File: config.mk
export PLATFORM = sky130hd
export DESIGN_NAME = seq_detect_ctrl
export DESIGN_NICKNAME = d
export VERILOG_FILES = /design/src/rtl/seq_detect_ctrl.sv
export SDC_FILE = /design/constraint.sdc
export NUM_CORES = 1
export LEC_CHECK = 0
export CELL_PAD_IN_SITES_DETAIL_PLACEMENT = 1
export CELL_PAD_IN_SITES_GLOBAL_PLACEMENT = 1
export CORE_MARGIN = 4
export CORE_UTILIZATION = 30
export DETAILED_ROUTE_END_ITERATION = 10
export PLACE_DENSITY_LB_ADDON = 0.3
export REMOVE_ABC_BUFFERS = 1
export SLEW_MARGIN = 10
export SYNTH_ARGS = -nofsm -noshare
export SYNTH_HDL_FRONTEND = slang
export SYNTH_SLANG_ARGS = --single-unit
File: constraint.sdc
create_clock -name clk -period 2.4 [get_ports clk]
set_clock_uncertainty 0.2 [all_clocks]
set_input_delay 0.24 -clock clk [delete_from_list [all_inputs] [get_ports clk]]
set_output_delay 0.24 -clock clk [all_outputs]
set_load 0.01 [all_outputs]
File: src/rtl/seq_detect_ctrl.sv
`default_nettype none
// ============================================================================
//  Module   : seq_detect_ctrl
//  Purpose  : Configures and sequences a programmable serial pattern detector
//             and reports matches. A pattern/length/limit is accepted over a
//             valid/ready config handshake. Qualified serial bits are then
//             shifted through a history register. Hits are suppressed until
//             the history holds `len` bits. Each match is reported over a
//             single-entry valid/ready channel with a sticky overflow flag.
//             The block disarms after `limit` matches or on abort.
//  Ports    : clk, reset (async, active-high)
//             cfg_valid/cfg_ready/cfg_pattern/cfg_len/cfg_limit - config
//             din_valid/din                                     - bit stream
//             abort                                             - disarm
//             match_valid/match_ready/match_pos                 - report
//             match_count, overflow, state                      - status
//  Revision : 1.0 - initial release
// ============================================================================
module seq_detect_ctrl #(
    parameter int W     = 5,
    parameter int CNT_W = 8,
    parameter int POS_W = 16,
    parameter int LEN_W = $clog2(W + 1)
) (
    input  logic             clk,
    input  logic             reset,
    input  logic             cfg_valid,
    output logic             cfg_ready,
    input  logic [W-1:0]     cfg_pattern,
    input  logic [LEN_W-1:0] cfg_len,
    input  logic [CNT_W-1:0] cfg_limit,
    input  logic             din_valid,
    input  logic             din,
    input  logic             abort,
    output logic             match_valid,
    input  logic             match_ready,
    output logic [POS_W-1:0] match_pos,
    output logic [CNT_W-1:0] match_count,
    output logic             overflow,
    output logic [1:0]       state
);

    typedef enum logic [1:0] {
        S_IDLE = 2'd0,
        S_FILL = 2'd1,
        S_RUN  = 2'd2,
        S_DONE = 2'd3
    } state_t;

    localparam logic [LEN_W-1:0] c_LEN_MAX = LEN_W'(W);
    localparam logic [LEN_W-1:0] c_LEN_ONE = LEN_W'(1);

    state_t           r_state;
    logic [LEN_W-1:0] r_len;
    logic [W-1:0]     r_pattern;
    logic [W-1:0]     r_mask;
    logic [CNT_W-1:0] r_limit;
    logic [W-1:0]     r_shift;
    logic [LEN_W-1:0] r_fill;
    logic [POS_W-1:0] r_pos;
    logic [CNT_W-1:0] r_count;
    logic             r_mvalid;
    logic [POS_W-1:0] r_mpos;
    logic             r_ovf;

    logic [LEN_W-1:0] w_cfg_len;
    logic [W-1:0]     w_cfg_mask;
    logic             w_accept;
    logic [W-1:0]     w_shift_next;
    logic [POS_W-1:0] w_pos_next;
    logic [LEN_W-1:0] w_fill_next;
    logic [CNT_W-1:0] w_count_next;
    logic             w_hit;
    logic             w_consume;
    logic             w_slot_free;
    logic             w_limit_hit;

    // Length clamp: 0 behaves as 1, anything above W behaves as W.
    assign w_cfg_len  = (cfg_len == '0)       ? c_LEN_ONE :
                        (cfg_len > c_LEN_MAX) ? c_LEN_MAX : cfg_len;
    // Ones in the w_cfg_len LSBs; a shift by W yields zero, so len==W gives all ones.
    assign w_cfg_mask = ~({W{1'b1}} << w_cfg_len);

    // abort wins over a coincident data bit.
    assign w_accept     = din_valid && !abort && (r_state == S_FILL || r_state == S_RUN);
    assign w_shift_next = {r_shift[W-2:0], din};
    assign w_pos_next   = (&r_pos) ? r_pos : r_pos + POS_W'(1);
    assign w_fill_next  = (r_fill == c_LEN_MAX) ? r_fill : r_fill + c_LEN_ONE;
    assign w_count_next = (&r_count) ? r_count : r_count + CNT_W'(1);
    assign w_hit        = w_accept && (w_fill_next >= r_len) &&
                          ((w_shift_next & r_mask) == r_pattern);
    assign w_consume    = r_mvalid && match_ready;
    assign w_slot_free  = !r_mvalid || w_consume;
    assign w_limit_hit  = (r_limit != '0) && (w_count_next == r_limit);

    always_ff @(posedge clk or posedge reset) begin
        if (reset) begin
            r_state   <= S_IDLE;
            r_len     <= '0;
            r_pattern <= '0;
            r_mask    <= '0;
            r_limit   <= '0;
            r_shift   <= '0;
            r_fill    <= '0;
            r_pos     <= '0;
            r_count   <= '0;
            r_mvalid  <= 1'b0;
            r_mpos    <= '0;
            r_ovf     <= 1'b0;
        end else begin
            // Default: a consumed report empties the slot; a hit below may refill it.
            if (w_consume) begin
                r_mvalid <= 1'b0;
            end
            case (r_state)
                S_IDLE: begin
                    if (cfg_valid) begin
                        r_len     <= w_cfg_len;
                        r_mask    <= w_cfg_mask;
                        r_pattern <= cfg_pattern & w_cfg_mask;
                        r_limit   <= cfg_limit;
                        r_shift   <= '0;
                        r_fill    <= '0;
                        r_pos     <= '0;
                        r_count   <= '0;
                        r_ovf     <= 1'b0;
                        r_state   <= S_FILL;
                    end
                end
                S_FILL, S_RUN: begin
                    if (abort) begin
                        r_mvalid <= 1'b0;
                        r_state  <= S_IDLE;
                    end else if (w_accept) begin
                        r_shift <= w_shift_next;
                        r_pos   <= w_pos_next;
                        r_fill  <= w_fill_next;
                        if (r_state == S_FILL && w_fill_next == r_len) begin
                            r_state <= S_RUN;
                        end
                        if (w_hit) begin
                            r_count <= w_count_next;
                            if (w_slot_free) begin
                                r_mvalid <= 1'b1;
                                r_mpos   <= w_pos_next;
                            end else begin
                                r_ovf <= 1'b1;
                            end
                            // Limit reached overrides the FILL->RUN step.
                            if (w_limit_hit) begin
                                r_state <= S_DONE;
                            end
                        end
                    end
                end
                S_DONE: begin
                    // Leave only once the last report is gone or being taken.
                    if (abort || w_slot_free) begin
                        r_mvalid <= 1'b0;
                        r_state  <= S_IDLE;
                    end
                end
                default: r_state <= S_IDLE;
            endcase
        end
    end

    assign cfg_ready   = (r_state == S_IDLE);
    assign match_valid = r_mvalid;
    assign match_pos   = r_mpos;
    assign match_count = r_count;
    assign overflow    = r_ovf;
    assign state       = r_state;

endmodule
`default_nettype wire

Word-level counts from Yosys, hierarchy flattened
Index checks and enable logic that the tools add are counted.

Add/subtract/negate cells: 3. Reductions and logical operators: 25. Bitwise logic cells: 4. Muxes and demuxes: 43. Eq/ne operators: 14. Shift-type cells: 1. $lt $le $gt $ge: 2.

Operators with widths (number): $mux 16 (4); $mux 8 (5); $pmux 16 s2 (1); $mux 3 (6); $add 16x1->16 const B (1); $pmux 8 s2 (1); $reduce_and 16->1 (1); $mux 2 (7); $mux 4 (3); $ne 2x2->1 const B (6); $mux 1 (11); $and 5x5->5 (2); $reduce_and 5->1 (2); $add 8x1->8 const B (1); $eq 8x8->1 (1); $pmux 4 s2 (1); $reduce_and 8->1 (1); $reduce_bool 8->1 (1); $logic_and 1x1->1 (7); $pmux 2 s3 (1); $pmux 3 s2 (1); $reduce_and 6->1 (1); $eq 5x5->1 (1); $not 5->5 (1); other kinds (20) (25).

Input port bits: 23. Register bits after elaboration: 72. Word-level logic and storage cells: 104.

Logic depth before layout (Yosys ltp)
Depth after elaboration: 10. Gate-level depth with buffers: 14. Depth with buffers taken out: 12.

Least setup slack after synthesis
No wires, ideal clock.

Path kind: reg-to-reg. Start: register r_fill[1]. End: register r_mpos[13] (netlist: match_pos[13]). Setup slack: -0.131 ns. Cell stages (with the launch flop): 13. Arrival time: 2.213 ns. Path through: dfrtp_1 inv_1 ha_1 nand2_1 xnor2_1 ha_1 nor2b_1 o21ai_1 nand4_1 or3_1 clkbuf_1 buf_2 a21o_1.

Word-level cells in the longest chain between the ends: 6. Elaborated cells on any way between the ends: 7. Those cells by class: add/sub (1); order compare (1); eq/ne (1); mux (1); reduce/logical (3).

RTL lines: start, declared (RTL line 59) `logic [LEN_W-1:0] r_fill;`; start signal, assigned (RTL line 137) `r_fill <= w_fill_next;`; $add 3x1->3 / $eq 3x3->1 (equally long branches) (RTL line 88) `assign w_fill_next = (r_fill == c_LEN_MAX) ? r_fill : r_fill + c_LEN_ONE;`; $mux 3 * (RTL line 88); $ge 3x3->1 * (RTL line 90) `assign w_hit = w_accept && (w_fill_next >= r_len) &&`; $logic_and 1x1->1 * (2 in series) (RTL line 90); $reduce_and 5->1 (no line) *; end signal, assigned (RTL line 145) `r_mpos <= w_pos_next;`; end, declared (RTL line 63) `logic [POS_W-1:0] r_mpos;`.

Every way passes the cells marked *; elsewhere a longest branch is shown, timed or not. A chain may end at the register's enable or synchronous reset.

Final worst setup path
Start: register r_fill[1]. End: register r_state[0] (netlist: state[0]).

Word-level cells in the longest chain between the ends: 10. Elaborated cells on any way between the ends: 14. Those cells by class: add/sub (1); order compare (1); eq/ne (2); mux (7); reduce/logical (3).

RTL lines: $add 3x1->3 / $eq 3x3->1 (equally long branches) (RTL line 88); $mux 3 * (RTL line 88); $eq 3x3->1 (RTL line 138) `if (r_state == S_FILL && w_fill_next == r_len) begin`; $logic_and 1x1->1 (RTL line 138); $mux 2 (RTL line 138); $mux 2 (RTL line 150) `if (w_limit_hit) begin`; $mux 2 * (RTL line 141) `if (w_hit) begin`; $mux 2 * (RTL line 134) `end else if (w_accept) begin`; $mux 2 * (RTL line 131) `if (abort) begin`; $pmux 2 s3 * (RTL line 115) `case (r_state)`; end signal, assigned (RTL line 133) `r_state <= S_IDLE;`; end signal, assigned (RTL line 139) `r_state <= S_RUN;`; end signal, assigned (RTL line 151) `r_state <= S_DONE;`; end, declared (RTL line 53) `state_t r_state;`.

Every way passes the cells marked *; elsewhere a longest branch is shown, timed or not. The select of a mux whose other input is x is not followed.

==> results.toml <==
[sta]
hold_viol = 0
period_minus_slack_ns = 2.68
drv_slew = 0
holdWs_ns = 0.0171
post-route-period-util = 1.12
rsz0062_at_grt = "true"
fin_ws_ns = -0.278
maxSlewHeadroom = 0.648
timing.fmax_mhz = 373
worst_pin_slew_ns = 0.526
final-setup-viol-count = 28

[grt]
grt_max_degree = 55
grt_usage = 0.161
grt_overflow = 0
grt_pass1_vias = 3859
grt_pass1_wl_mm = 19.3
grt_antenna_before_repair = 0

[die]
io_pins = 52
rows = 41
die_y_um = 123
initial_core_util = 0.312
die_area_um2 = 15200
die_w_um = 123
coreArea_um2 = 12800

[pwr]
p_leak_nw = 2.39
p_per_area_nw_per_um2 = 1000
max-vdd-ir-drop_v = 0.000604
power.total_w = 0.00566

[synth]
synth.top_cell.area_share = 0.445
synth_edf_count = 0
synth_top_area_cell = "dfrtp_1"
ys_seq_area_frac = 0.445
synth_warnings = 0
synth_flop_cell = "dfrtp_1"
synth_cells = 443
synth_seq_cells = 71
synthArstFlopShare = 1.00
yosys-top-cells-area = "dfrtp_1 (44%), nand2_1 (5.4%), a21oi_1 (5.0%)"
synth_cell_types = 57
syn-mean-instance-area_um2 = 9.02
netlist_area_um2 = 4000

[clock_network]
cts_root_buffer = "clkbuf_16"
cts_buffers = 9
clk_latency_ns = 0.34
clock-sinks = 71
path_clk_slew_ns = 0.06
cts_tree = "yes"
htree_levels = 3
cts_buffer_depth = 2

[finish]
final_core_util = 0.441
diodes = 0
mostFrequentLayoutCells = "dfrtp_1 (70), clkdlybuf4s50_1 (51), nand2_1 (45)"
drive_above_1_share = 0.245
synthToLayoutAreaGrowth_pct = 41.7
final_area_um2 = 5660
final_common_cell = "dfrtp_1"
finalNetCount = 570

[worst_setup_path]
critPathMaxFanout = 5
worstSetupStartpointType = "flop"
crit_arrival_ns = 2.73
endpoint_kind = "flop"
reg2reg_depth = 14
required_ns = 2.45
crit_type = "flop to flop"

[placed_design]
gp_congestion = 0.868
placed_area_um2 = 4960
io_buffers = 51
place_hpwl_mm = 8.33

[detailed_routing]
routed_wl_mm = 12.0
firstDrtPassIters = 4
antenna_left = 0
first_iter_violations = 168
wl_per_cell_um = 16.8
avgViaCountPerCell = 5.18
drcViolationCount = 0
vias = 3702

[hold_path]
hold_class = "input pin to async pin"

[run_status]
outcome = "complete, but fails checks"
violations = "negative setup slack"

[job]
maxCapViolations = 0
-- area by class of cell --
cell class | count | area [um2]
Timing Repair Buffer | 102 | 970
Sequential cell | 71 | 1780
Tap cell | 172 | 215
Multi-Input combinational cell | 338 | 2320
Clock inverter | 3 | 65.1
Fill cell | 1489 | 7160
Inverter | 15 | 56.3
Clock buffer | 13 | 260
-- per-layer routing --
metal / GRT usage / vias up / part of all wire
met5: 0 / - / 0
met4: 0.0505 / 0 / 0.014
met3: 0.0421 / 14 / 0.038
met2: 0.270 / 65 / 0.50
met1: 0.202 / 1833 / 0.44
li1: - / 1790 / -
-- final timing paths --
check / end / slack, ns / start
worst max-delay path: state[0]$_DFFE_PP0P_ / -0.28 / r_fill[1]$_DFFE_PP0P_
worst min-delay path: match_pos[6]$_DFFE_PP0P_ / 0.02 / reset
worst max register to register: state[0]$_DFFE_PP0P_ / -0.28 / r_fill[1]$_DFFE_PP0P_
worst min register to register: match_pos[13]$_DFFE_PP0P_ / 0.28 / match_pos[13]$_DFFE_PP0P_
max in group asynchronous: r_fill[0]$_DFFE_PP0P_ / 1.34 / reset
min in group clk: match_pos[13]$_DFFE_PP0P_ / 0.28 / match_pos[13]$_DFFE_PP0P_
-- what timing repair did --
item	4_1_cts	5_1_grt
endpoints found under the setup margin	28	28
pin swaps	2	22
hold buffers	0	0
endpoints found under the hold margin	0	0
gates cloned	1	2
buffers inserted	2	6
resized for setup	21	42
-- Yosys cell counts, types with 6 or more instances --
cell type,n
dfrtp_1,71
nand2_1,57
a21oi_1,40
o21ai_0,40
nor2_1,24
o21ai_1,20
nand3_1,19
inv_1,15
and3_1,11
ha_1,10
mux2_2,10
xnor2_1,10
buf_2,9
nand2b_1,9
clkbuf_1,8
nor3_1,6
o31ai_1,6
-- state kept, by name (all words and copies together) (netlist names) --
name,cells
match_count,8
match_valid,1
state,2
r_fill,3
r_pos,16
r_pattern,5
r_mask,5
r_shift,4
r_len,2
overflow,1
r_limit,8
match_pos,16
-- cell families (layout without fill, tap and decap cells) --
logic type	count (synthesis)	count (layout)	synth area share
buffers and inverters	34	133	0.0366
xor gates and xnor gates	15	15	0.0329
muxes	12	12	0.0332
and+or+nand+nor	157	157	0.204
AOI/OAI and AO/OA	144	144	0.217
adders and majority gates	10	10	0.0313
DFF	71	71	0.445
-- where the power goes --
group          total [W]  switching [W]  internal [W]
combinational    0.00245        0.00130       0.00115
clock            0.00148       0.000510      0.000966
sequential       0.00174       0.000269       0.00147
-- worst max-delay path, cell delays in order, from the launching register on --
cell and delay, ns:
dfrtp_1 0.40, inv_2 0.09, ha_4 0.16, nand2_4 0.07, nor2_4 0.10, a21oi_2 0.05, ha_1 0.29, nand2_1 0.06
o21ai_1 0.16, nand4_1 0.16, buf_4 0.17, buf_6 0.12, a221oi_2 0.16, nand4_1 0.18, o31ai_2 0.21
-- through the flow --
stage,cells,setup TNS [ns],worst slack (ns)
floorplan,424,-5.34,-0.284
global placement,687,-1.07,-0.112
detailed placement,687,-5.36,-0.299
CTS,706,-3.33,-0.187
global route,714,-11.13,-0.434
finish,714,-6.86,-0.278
Power figures use the tool's default switching activity.
